## src/rtl/calc_pkg.sv

```systemverilog
// ----------------------------------------------------------------------------
// calc_pkg
// Shared constants and types for the calculator sequencer:
//   - bit positions of the one-hot command word
//   - FSM state encodings (exported on the debug state port)
//   - double-dabble add-3 threshold
//   - op_t: a captured command/digit pair (op register and pending slot)
//   - is_onehot4: command legality test
// ----------------------------------------------------------------------------
package calc_pkg;

    localparam int CMD_ADD = 3;
    localparam int CMD_SUB = 2;
    localparam int CMD_LSH = 1;
    localparam int CMD_RSH = 0;

    localparam logic [1:0] ST_IDLE = 2'd0;
    localparam logic [1:0] ST_EXEC = 2'd1;
    localparam logic [1:0] ST_CONV = 2'd2;

    // A BCD nibble at or above this value gets +3 before the shift.
    localparam logic [3:0] ADD3_THRESH = 4'd5;

    typedef struct packed {
        logic [3:0] cmd;
        logic [3:0] chr;
    } op_t;

    function automatic logic is_onehot4(input logic [3:0] v);
        return (v != 4'd0) && ((v & (v - 4'd1)) == 4'd0);
    endfunction

endpackage

```

## src/rtl/bin2bcd_iter.sv

```systemverilog
// ----------------------------------------------------------------------------
// bin2bcd_iter
// Iterative double-dabble converter: one add-3/shift step per clock,
// WIDTH steps per conversion.
//   clk, rst : clock, synchronous active-high reset
//   start    : load bin and begin a conversion (restarts any conversion)
//   bin      : binary value sampled with start
//   bcd      : result of the current step; final value when done is high
//   done     : high during the cycle whose step is the WIDTH-th one
// The caller registers bcd on the edge where done is high, so the result
// is available with no extra cycle after the last step.
// ----------------------------------------------------------------------------
module bin2bcd_iter
    import calc_pkg::*;
#(
    parameter int WIDTH = 8,
    parameter int NDIG  = 3
) (
    input  logic                clk,
    input  logic                rst,
    input  logic                start,
    input  logic [WIDTH-1:0]    bin,
    output logic [4*NDIG-1:0]   bcd,
    output logic                done
);

    localparam int CW = $clog2(WIDTH + 1);

    logic                run_q, run_d;
    logic [CW-1:0]       cnt_q, cnt_d;
    logic [WIDTH-1:0]    bin_q, bin_d;
    logic [4*NDIG-1:0]   work_q, work_d;

    logic [4*NDIG-1:0]   adj;
    logic [4*NDIG-1:0]   step_bcd;
    logic [3:0]          nib;
    logic                last;

    always_comb begin
        run_d  = run_q;
        cnt_d  = cnt_q;
        bin_d  = bin_q;
        work_d = work_q;
        adj    = '0;
        nib    = '0;

        for (int i = 0; i < NDIG; i++) begin
            nib = work_q[4*i +: 4];
            adj[4*i +: 4] = (nib >= ADD3_THRESH) ? nib + 4'd3 : nib;
        end
        // Shift {bcd, bin} left by one: the binary MSB enters the BCD LSB.
        step_bcd = {adj[4*NDIG-2:0], bin_q[WIDTH-1]};
        last     = run_q && (cnt_q == CW'(WIDTH - 1));

        if (start) begin
            run_d  = 1'b1;
            cnt_d  = '0;
            bin_d  = bin;
            work_d = '0;
        end else if (run_q) begin
            work_d = step_bcd;
            bin_d  = {bin_q[WIDTH-2:0], 1'b0};
            cnt_d  = cnt_q + CW'(1);
            if (last) begin
                run_d = 1'b0;
            end
        end
    end

    always_ff @(posedge clk) begin
        if (rst) begin
            run_q  <= 1'b0;
            cnt_q  <= '0;
            bin_q  <= '0;
            work_q <= '0;
        end else begin
            run_q  <= run_d;
            cnt_q  <= cnt_d;
            bin_q  <= bin_d;
            work_q <= work_d;
        end
    end

    assign bcd  = step_bcd;
    assign done = last;

endmodule

```

## src/rtl/calc_sequencer.sv

```systemverilog
// ----------------------------------------------------------------------------
// calc_sequencer
// Applies one-hot commands to an accumulator and converts the result to
// packed BCD, with a one-entry pending slot for updates that arrive busy.
//   clk, rst   : clock, synchronous active-high reset
//   update     : one-cycle strobe, execute cmd using char
//   cmd        : one-hot {add, sub, lshift, rshift}; illegal values ignored
//   char       : digit 0-9 for add/sub
//   clr_flags  : clear sticky ovf/drop (a same-cycle set wins)
//   acc        : accumulator
//   bcd        : packed BCD of acc, LS digit in [3:0]
//   valid      : one-cycle pulse when bcd has just been updated
//   busy       : FSM not idle or pending slot occupied
//   ovf        : sticky carry/borrow/shift-out
//   drop       : sticky, an update was lost
//   dbg_state  : current FSM state (ST_IDLE/ST_EXEC/ST_CONV)
//
// Handshake: update is a fire-and-forget strobe with no ready; the caller
// watches busy, and an update arriving with the pending slot full is lost
// and recorded in drop. valid is a single-cycle pulse with no backpressure.
// ----------------------------------------------------------------------------
module calc_sequencer
    import calc_pkg::*;
#(
    parameter int WIDTH = 8,
    parameter int NDIG  = 3
) (
    input  logic                clk,
    input  logic                rst,
    input  logic                update,
    input  logic [3:0]          cmd,
    input  logic [3:0]          char,
    input  logic                clr_flags,
    output logic [WIDTH-1:0]    acc,
    output logic [4*NDIG-1:0]   bcd,
    output logic                valid,
    output logic                busy,
    output logic                ovf,
    output logic                drop,
    output logic [1:0]          dbg_state
);

    logic [1:0]          state_q, state_d;
    op_t                 op_q, op_d;
    op_t                 pend_q, pend_d;
    logic                pend_full_q, pend_full_d;
    logic [WIDTH-1:0]    acc_q, acc_d;
    logic [4*NDIG-1:0]   bcd_q, bcd_d;
    logic                valid_q, valid_d;
    logic                ovf_q, ovf_d;
    logic                drop_q, drop_d;

    logic                legal_upd;
    op_t                 new_op;
    logic                ovf_set;
    logic                drop_set;
    logic                conv_start;
    logic [4*NDIG-1:0]   conv_bcd;
    logic                conv_done;
    logic [WIDTH:0]      sum;
    logic [WIDTH:0]      diff;

    assign legal_upd = update && is_onehot4(cmd);
    assign new_op    = '{cmd: cmd, chr: char};

    // Bit WIDTH of sum is the carry; bit WIDTH of diff is the borrow.
    assign sum  = {1'b0, acc_q} + (WIDTH+1)'(op_q.chr);
    assign diff = {1'b0, acc_q} - (WIDTH+1)'(op_q.chr);

    always_comb begin
        state_d     = state_q;
        op_d        = op_q;
        pend_d      = pend_q;
        pend_full_d = pend_full_q;
        acc_d       = acc_q;
        bcd_d       = bcd_q;
        valid_d     = 1'b0;
        ovf_set     = 1'b0;
        drop_set    = 1'b0;
        conv_start  = 1'b0;

        case (state_q)
            ST_IDLE: begin
                if (pend_full_q) begin
                    // Consuming the slot frees it this same cycle, so a
                    // simultaneous update refills it instead of dropping.
                    op_d        = pend_q;
                    pend_full_d = legal_upd;
                    if (legal_upd) begin
                        pend_d = new_op;
                    end
                    state_d = ST_EXEC;
                end else if (legal_upd) begin
                    op_d    = new_op;
                    state_d = ST_EXEC;
                end
            end
            ST_EXEC: begin
                if (op_q.cmd[CMD_ADD]) begin
                    acc_d   = sum[WIDTH-1:0];
                    ovf_set = sum[WIDTH];
                end else if (op_q.cmd[CMD_SUB]) begin
                    acc_d   = diff[WIDTH-1:0];
                    ovf_set = diff[WIDTH];
                end else if (op_q.cmd[CMD_LSH]) begin
                    acc_d   = {acc_q[WIDTH-2:0], 1'b0};
                    ovf_set = acc_q[WIDTH-1];
                end else begin
                    acc_d   = {1'b0, acc_q[WIDTH-1:1]};
                end
                conv_start = 1'b1;
                state_d    = ST_CONV;
            end
            ST_CONV: begin
                if (conv_done) begin
                    bcd_d   = conv_bcd;
                    valid_d = 1'b1;
                    state_d = ST_IDLE;
                end
            end
            default: begin
                state_d = ST_IDLE;
            end
        endcase

        if ((state_q != ST_IDLE) && legal_upd) begin
            if (!pend_full_q) begin
                pend_d      = new_op;
                pend_full_d = 1'b1;
            end else begin
                drop_set = 1'b1;
            end
        end

        ovf_d  = (ovf_q  && !clr_flags) || ovf_set;
        drop_d = (drop_q && !clr_flags) || drop_set;
    end

    // The converter loads the post-op accumulator value on the EXEC edge.
    bin2bcd_iter #(
        .WIDTH (WIDTH),
        .NDIG  (NDIG)
    ) u_conv (
        .clk   (clk),
        .rst   (rst),
        .start (conv_start),
        .bin   (acc_d),
        .bcd   (conv_bcd),
        .done  (conv_done)
    );

    always_ff @(posedge clk) begin
        if (rst) begin
            state_q     <= ST_IDLE;
            op_q        <= '0;
            pend_q      <= '0;
            pend_full_q <= 1'b0;
            acc_q       <= '0;
            bcd_q       <= '0;
            valid_q     <= 1'b0;
            ovf_q       <= 1'b0;
            drop_q      <= 1'b0;
        end else begin
            state_q     <= state_d;
            op_q        <= op_d;
            pend_q      <= pend_d;
            pend_full_q <= pend_full_d;
            acc_q       <= acc_d;
            bcd_q       <= bcd_d;
            valid_q     <= valid_d;
            ovf_q       <= ovf_d;
            drop_q      <= drop_d;
        end
    end

    assign acc       = acc_q;
    assign bcd       = bcd_q;
    assign valid     = valid_q;
    assign busy      = (state_q != ST_IDLE) || pend_full_q;
    assign ovf       = ovf_q;
    assign drop      = drop_q;
    assign dbg_state = state_q;

endmodule

```

## config.mk

```make
export PLATFORM = sky130hd
export DESIGN_NAME = calc_sequencer
export DESIGN_NICKNAME = d
export VERILOG_FILES = /design/src/rtl/calc_pkg.sv /design/src/rtl/bin2bcd_iter.sv /design/src/rtl/calc_sequencer.sv
export SDC_FILE = /design/constraint.sdc
export NUM_CORES = 1
export LEC_CHECK = 0
export CORE_ASPECT_RATIO = 1.25
export CORE_UTILIZATION = 50
export CTS_CLUSTER_DIAMETER = 80
export DETAILED_ROUTE_END_ITERATION = 10
export PLACE_DENSITY_LB_ADDON = 0.2
export SLEW_MARGIN = 25
export SYNTH_ARGS = -nofsm -noshare
export SYNTH_HDL_FRONTEND = slang
export SYNTH_SLANG_ARGS = --single-unit
```

## constraint.sdc

```tcl
create_clock -name clk -period 2.3 [get_ports clk]
set_input_delay 0.46 -clock clk [delete_from_list [all_inputs] [get_ports clk]]
set_output_delay 0.46 -clock clk [all_outputs]
set_load 0.02 [all_outputs]
```

==> results of run 1 <==
[layout make-up]
| type | count | area (sq um) |
|---|---|---|
| Sequential cell | 65 | 1300 |
| Multi-Input combinational cell | 317 | 2140 |
| Inverter | 25 | 93.8 |
| Fill cell | 593 | 2500 |
| Clock inverter | 7 | 119 |
| Timing Repair Buffer | 64 | 586 |
| Clock buffer | 9 | 124 |
| Tap cell | 90 | 113 |
[sequential cells by signal, indices dropped and copies added, names as in the netlist]
| name | count |
|---|---|
| dbg_state | 2 |
| op_q | 7 |
| bcd | 12 |
| acc | 8 |
| pend_full_q | 1 |
| u_conv.cnt_q | 4 |
| u_conv.run_q | 1 |
| drop | 1 |
| valid | 1 |
| u_conv.work_q | 12 |
| u_conv.bin_q | 8 |
| ovf | 1 |
| pend_q | 7 |
[kinds of logic (layout without fill, tap and decap cells)]
logic type / Yosys count / in the layout
fa+ha+maj: 17 / 17
xor+xnor: 11 / 11
mux: 36 / 36
flops: 65 / 65
compound gates: 98 / 98
buf+inv: 49 / 105
simple gates: 155 / 155
[metal layers]
| metal | share of wire | up-vias | wire length [um] | global-route usage |
|---|---|---|---|---|
| li1 | - | 1623 | - | - |
| met1 | 0.46 | 1494 | 3810 | 0.298 |
| met2 | 0.50 | 59 | 4150 | 0.399 |
| met3 | 0.027 | 12 | 226 | 0.0357 |
| met4 | 0.015 | 0 | 126 | 0.0883 |
| met5 | 0 | - | 0 | 0 |
[worst max-delay path: stages, from the launching register on]
cell and delay [ns]:
dfxtp_1 0.33, inv_1 0.05, ha_1 0.24, or4_1 0.50, or3b_1 0.40, o211ai_2 0.18, nand3_2 0.12, a221oi_2 0.27
[metrics by stage]
step / setup WS (ns) / area (sq um) / setup TNS [ns] / util / hold WS (ns)
finish: 0.123 / 4480 / 0 / 0.642 / 0.474
global route: 0.0204 / 4480 / 0 / 0.642 / 0.494
CTS: 0.103 / 4470 / 0 / 0.641 / 0.476
detailed placement: -0.102 / 4230 / -0.570 / 0.607 / 0.459
global placement: -0.00288 / 4230 / -0.00288 / 0.607 / 0.459
floorplan: 0.0809 / 3620 / 0 / - / 0.445
[Yosys cell counts, drive strengths merged (4+ instances only)]
cell type	count	share of area
inv	25	0.026
dfxtp	65	0.36
clkbuf	17	0.018
nand3	8	0.012
xnor2	7	0.017
nand2b	16	0.028
ha	15	0.052
a221oi	10	0.026
o211ai	4	0.0097
nand2	31	0.032
nor2	55	0.057
nor3	7	0.0097
nor2b	6	0.010
a211oi	6	0.012
nor3b	4	0.0083
buf	7	0.0086
nand3b	4	0.0083
a21oi	23	0.033
a22o	4	0.0097
o21ai	23	0.032
and3	5	0.0086
mux2i	34	0.094
or4	4	0.0093
xor2	4	0.0097
[power by group through the flow]
stage / clock network, mW / logic (mW) / registers [mW]
2_1_floorplan: 0 / 0.239 / 1.20
3_3_place_gp: 0 / 0.352 / 1.20
3_5_place_dp: 0 / 0.359 / 1.21
4_1_cts: 1.18 / 0.362 / 1.18
5_1_grt: 1.23 / 0.404 / 1.18
6_report: 1.16 / 0.364 / 1.18
[final timing paths]
path	startpoint	endpoint	cells past startpoint
max	op_q[3]	u_conv.bin_q[7]	7
min reg2reg	u_conv.work_q[11]	u_conv.work_q[11]	2
min	u_conv.work_q[11]	u_conv.work_q[11]	2
max reg2reg	op_q[3]	u_conv.bin_q[7]	7
==> results_dict.tcl, run 1 <==
set metrics [dict create \
    finalPower_mw 2.70 \
    end_kind "flop" \
    gp_congestion 0.880 \
    cts_max_path_buffers 2 \
    ir_drop_mv 0.403 \
    cts_setup_buffers 0 \
    synth_flop_cell "dfxtp_1" \
    min_period_ns 2.18 \
    numCtsBuffers 9 \
    fp.dieW_um 78.1 \
    synth_area_per_cell_sq_um 8.41 \
    tightestPinTransition_ns 0.571 \
    yosysWarningCount 0 \
    required_ns 2.55 \
    drt_iter0_drc 180 \
    drc 0 \
    most-common-layout-cells "65 x dfxtp_1, 55 x nor2_1, 37 x clkdlybuf4s50_1" \
    synth_area_sq_um 3620 \
    p_comb_frac 0.135 \
    drive_gt1_frac 0.117 \
    max_freq_mhz 459 \
    vias 3188 \
    status "finished clean" \
    dr.pass1.iters 4 \
    p_int_mw 2.03 \
    clkPwrFrac 0.429 \
    io_pins 38 \
    ant_nets 0 \
    area_delta_synth_final_pct 23.7 \
    slew_headroom 0.617 \
    p_leak_nw 1.64 \
    cap_violations 0 \
    synthMuxAreaShare 0.100 \
    antenna_found_initial 0 \
    clock-sinks 65 \
    worstSetupStartpointType "flop" \
    path_class "reg2reg" \
    synth_cell_types 60 \
    sequentialPowerShare 0.436 \
    core_sq_um 6980 \
    grt_pass1_wl_mm 14.4 \
    p_per_area_nw_per_um2 604 \
    synth-simple-area-share 0.213 \
    rsz0062_at_grt "no" \
    critPathMaxFanout 5 \
    swShare 0.248 \
    cts_max_level 3 \
    reg2reg_setup_slack_ns 0.12 \
    groute.usage.overall 0.235 \
    routed_via_density 5.53 \
    dp_cells 561 \
    core.rowCount 34 \
    finalHoldViolations 0 \
    start_util 0.519 \
    hp-class "reg2reg" \
    crit_arrival_ns 2.43 \
    synth-edff-count 0 \
    cts.clk_slew.worst_paths_ns 0.07 \
    synth_compound_area_frac 0.186 \
    synth_xor_area_frac 0.0266 \
    slew_viol_final 0 \
    diodes 0 \
    synth_top_family_by_area "simple AND/OR/NAND/NOR gates" \
    die_y_um 97.2 \
    power_switching_uw 671 \
    cts_root_buffer "clkbuf_8" \
    grt_pass1_vias 3065 \
    layout_commonest_cell "dfxtp_1" \
    synth_nets 460 \
    syn_inst 431 \
    dieArea_sq_um 7590 \
    grt_max_degree 32 \
    numPortBuffers 37 \
    wirelength_mm 8.31 \
    nets 511 \
    cts_tree "yes" \
    place.detailed.hpwl_mm 6.03 \
    post_synth_fa_ha_maj_area_fraction 0.0628 \
    stdcell_count 577 \
    skew_ns 0.0148 \
    seq_area_frac_synth 0.359 \
    synth_seq_cells 65 \
    fin_crit_sh 0.946 \
    cts-resized-gates 0 \
    gr-total-overflow 0 \
    routedWlPerCell_um 14.4 \
    postCtsHoldBufs 0 \
    synth-async-reset-ratio 0 \
    clk-insertion-delay-late_ns 0.34 \
    finalSetupViolCount 0 \
]
No activity file was read; power rests on OpenSTA's default activity.
==> run 2, diff against run 1 <==
Settings changed: CELL_PAD_IN_SITES_DETAIL_PLACEMENT from default to 1, CELL_PAD_IN_SITES_GLOBAL_PLACEMENT from default to 1, CORE_UTILIZATION 50 to 43, CTS_CLUSTER_DIAMETER 80 to 40, SETUP_SLACK_MARGIN from default to 0.02.
==> results_dict.tcl, run 2 (synthesis results as in run 1) <==
set metrics [dict create \
    status "finished, violations left" \
    violations "design-rule violations" \
    gp_congestion 0.835 \
    diodes 0 \
    r2r.worst_path.cells 9 \
    holdWs_ns 0.499 \
    vias 3315 \
    reg2reg_setup_slack_ns 0.12 \
    core_sq_um 8190 \
    dr.pass1.iters 7 \
    numPortBuffers 37 \
    hp-class "reg2reg" \
    slowest_stage "clkdlybuf4s50_1" \
    tightestPinTransition_ns 0.554 \
    end_kind "output port" \
    cts_max_level 3 \
    drive_gt1_frac 0.127 \
    fp.dieW_um 84.1 \
    skew_ns 0.0129 \
    p_leak_nw 1.65 \
    most-common-layout-cells "64 x dfxtp_1, 55 x nor2_1, 37 x clkdlybuf4s50_1" \
    grt_pass1_wl_mm 16.8 \
    p_per_area_nw_per_um2 569 \
    core.rowCount 37 \
    ir_drop_mv 0.500 \
    max_freq_mhz 457 \
    numCtsBuffers 9 \
    path_class "reg2out" \
    cp_top_family "buffers and inverters" \
    utilization 0.547 \
    rsz0062_at_grt "no" \
    antenna_found_initial 0 \
    finalSetupViolCount 0 \
    drc 2 \
    fin_crit_sh 0.950 \
    critPathMaxFanout 9 \
    r2r-end "acc[6]" \
    routedWlPerCell_um 16.9 \
    drt_iter0_drc 150 \
    hp-start "bcd[6]" \
    crit_buf_inv 1 \
    slew_viol_final 0 \
    min_period_ns 2.19 \
    clk-insertion-delay-late_ns 0.35 \
    io_pins 38 \
    cts_root_buffer "clkbuf_8" \
    cpPeakStageDelay_ns 0.56 \
    fill_cells 985 \
    cts_tree "yes" \
    start_util 0.442 \
    die_y_um 105 \
    dieArea_sq_um 8800 \
    wirelength_mm 9.90 \
    fin_setup_tns_ns 0 \
    finalPower_mw 2.55 \
    holdPathStages 2 \
    grt_max_degree 32 \
    cts.clk_slew.worst_paths_ns 0.07 \
    finalHoldViolations 0 \
    ant_nets 0 \
    worstReg2RegStart "acc[0]" \
    nets 514 \
    crit_arrival_ns 1.73 \
    gr-total-overflow 0 \
    min_to "bcd[6]" \
    area_delta_synth_final_pct 23.7 \
    clock-sinks 65 \
    required_ns 1.84 \
    routed_via_density 5.66 \
    cts_max_path_buffers 2 \
    cap_violations 0 \
    groute.usage.overall 0.242 \
    layout_commonest_cell "dfxtp_1" \
    crit_chain "or3_1, clkdlybuf4s50_1" \
    grt_pass1_vias 3484 \
    place.detailed.hpwl_mm 7.31 \
    postCtsHoldBufs 0 \
    worstSetupStartpointType "flop" \
    slew_headroom 0.628 \
]
run 2: metrics by stage:
stage,setup slack (ns),area [sq um],instances
floorplan,0.0809,3620,431
global placement,0.0118,4280,571
detailed placement,-0.136,4280,571
CTS,0.0518,4470,586
global route,0.0201,4480,586
finish,0.114,4480,586
run 2: what timing repair did:
item / in CTS / in global routing
setup endpoints to repair: 2 / 5
buffers inserted: 0 / 0
resized for setup: 1 / 3
run 2: worst reg2reg max path: stages, from the launching register on:
cell	delay, ns
dfxtp_2	0.34
inv_1	0.09
ha_2	0.22
inv_1	0.06
fa_1	0.42
a21o_1	0.22
and2_1	0.18
a211o_1	0.27
a21oi_2	0.19
a22o_1	0.15
run 2: worst max-delay path by stage:
stage / startpoint / to / slack [ns] / cells past startpoint
2_1_floorplan: acc[1] / acc[6] / 0.08 / 7
3_3_place_gp: cmd[2] / op_q[2] / 0.01 / 6
3_5_place_dp: cmd[3] / op_q[3] / -0.14 / 6
4_1_cts: acc[0] / acc[4] / 0.05 / 9
5_1_grt: op_q[0] / acc[6] / 0.02 / 8
6_report: dbg_state[0] / busy / 0.11 / 2
run 2: where the power goes:
group	internal, mW	switching, mW	leakage (nW)
sequential	1.15	0.0321	0.526
combinational	0.174	0.215	1.02
clock	0.522	0.457	0.0981
run 2: final cells by class:
class	instances	area, sq um	share of cell area
inverters	25	93.8	0.0209
flip-flops and latches	65	1300	0.291
multi-input cells	317	2150	0.480
clock buffers	10	138	0.0307
well taps	97	121	0.0271
repair buffers	67	621	0.138
clock inverters	5	56.3	0.0126
run 2: routing by layer:
layer  track usage  part of all wire  vias to the layer above  routed length [um]
met5             0                 0                        -                   0
met4         0.118             0.026                        0                 261
met3        0.0490             0.027                       19                 272
met2         0.425              0.51                       58                5060
met1         0.278              0.43                     1615                4310
li1              -                 -                     1623                   -
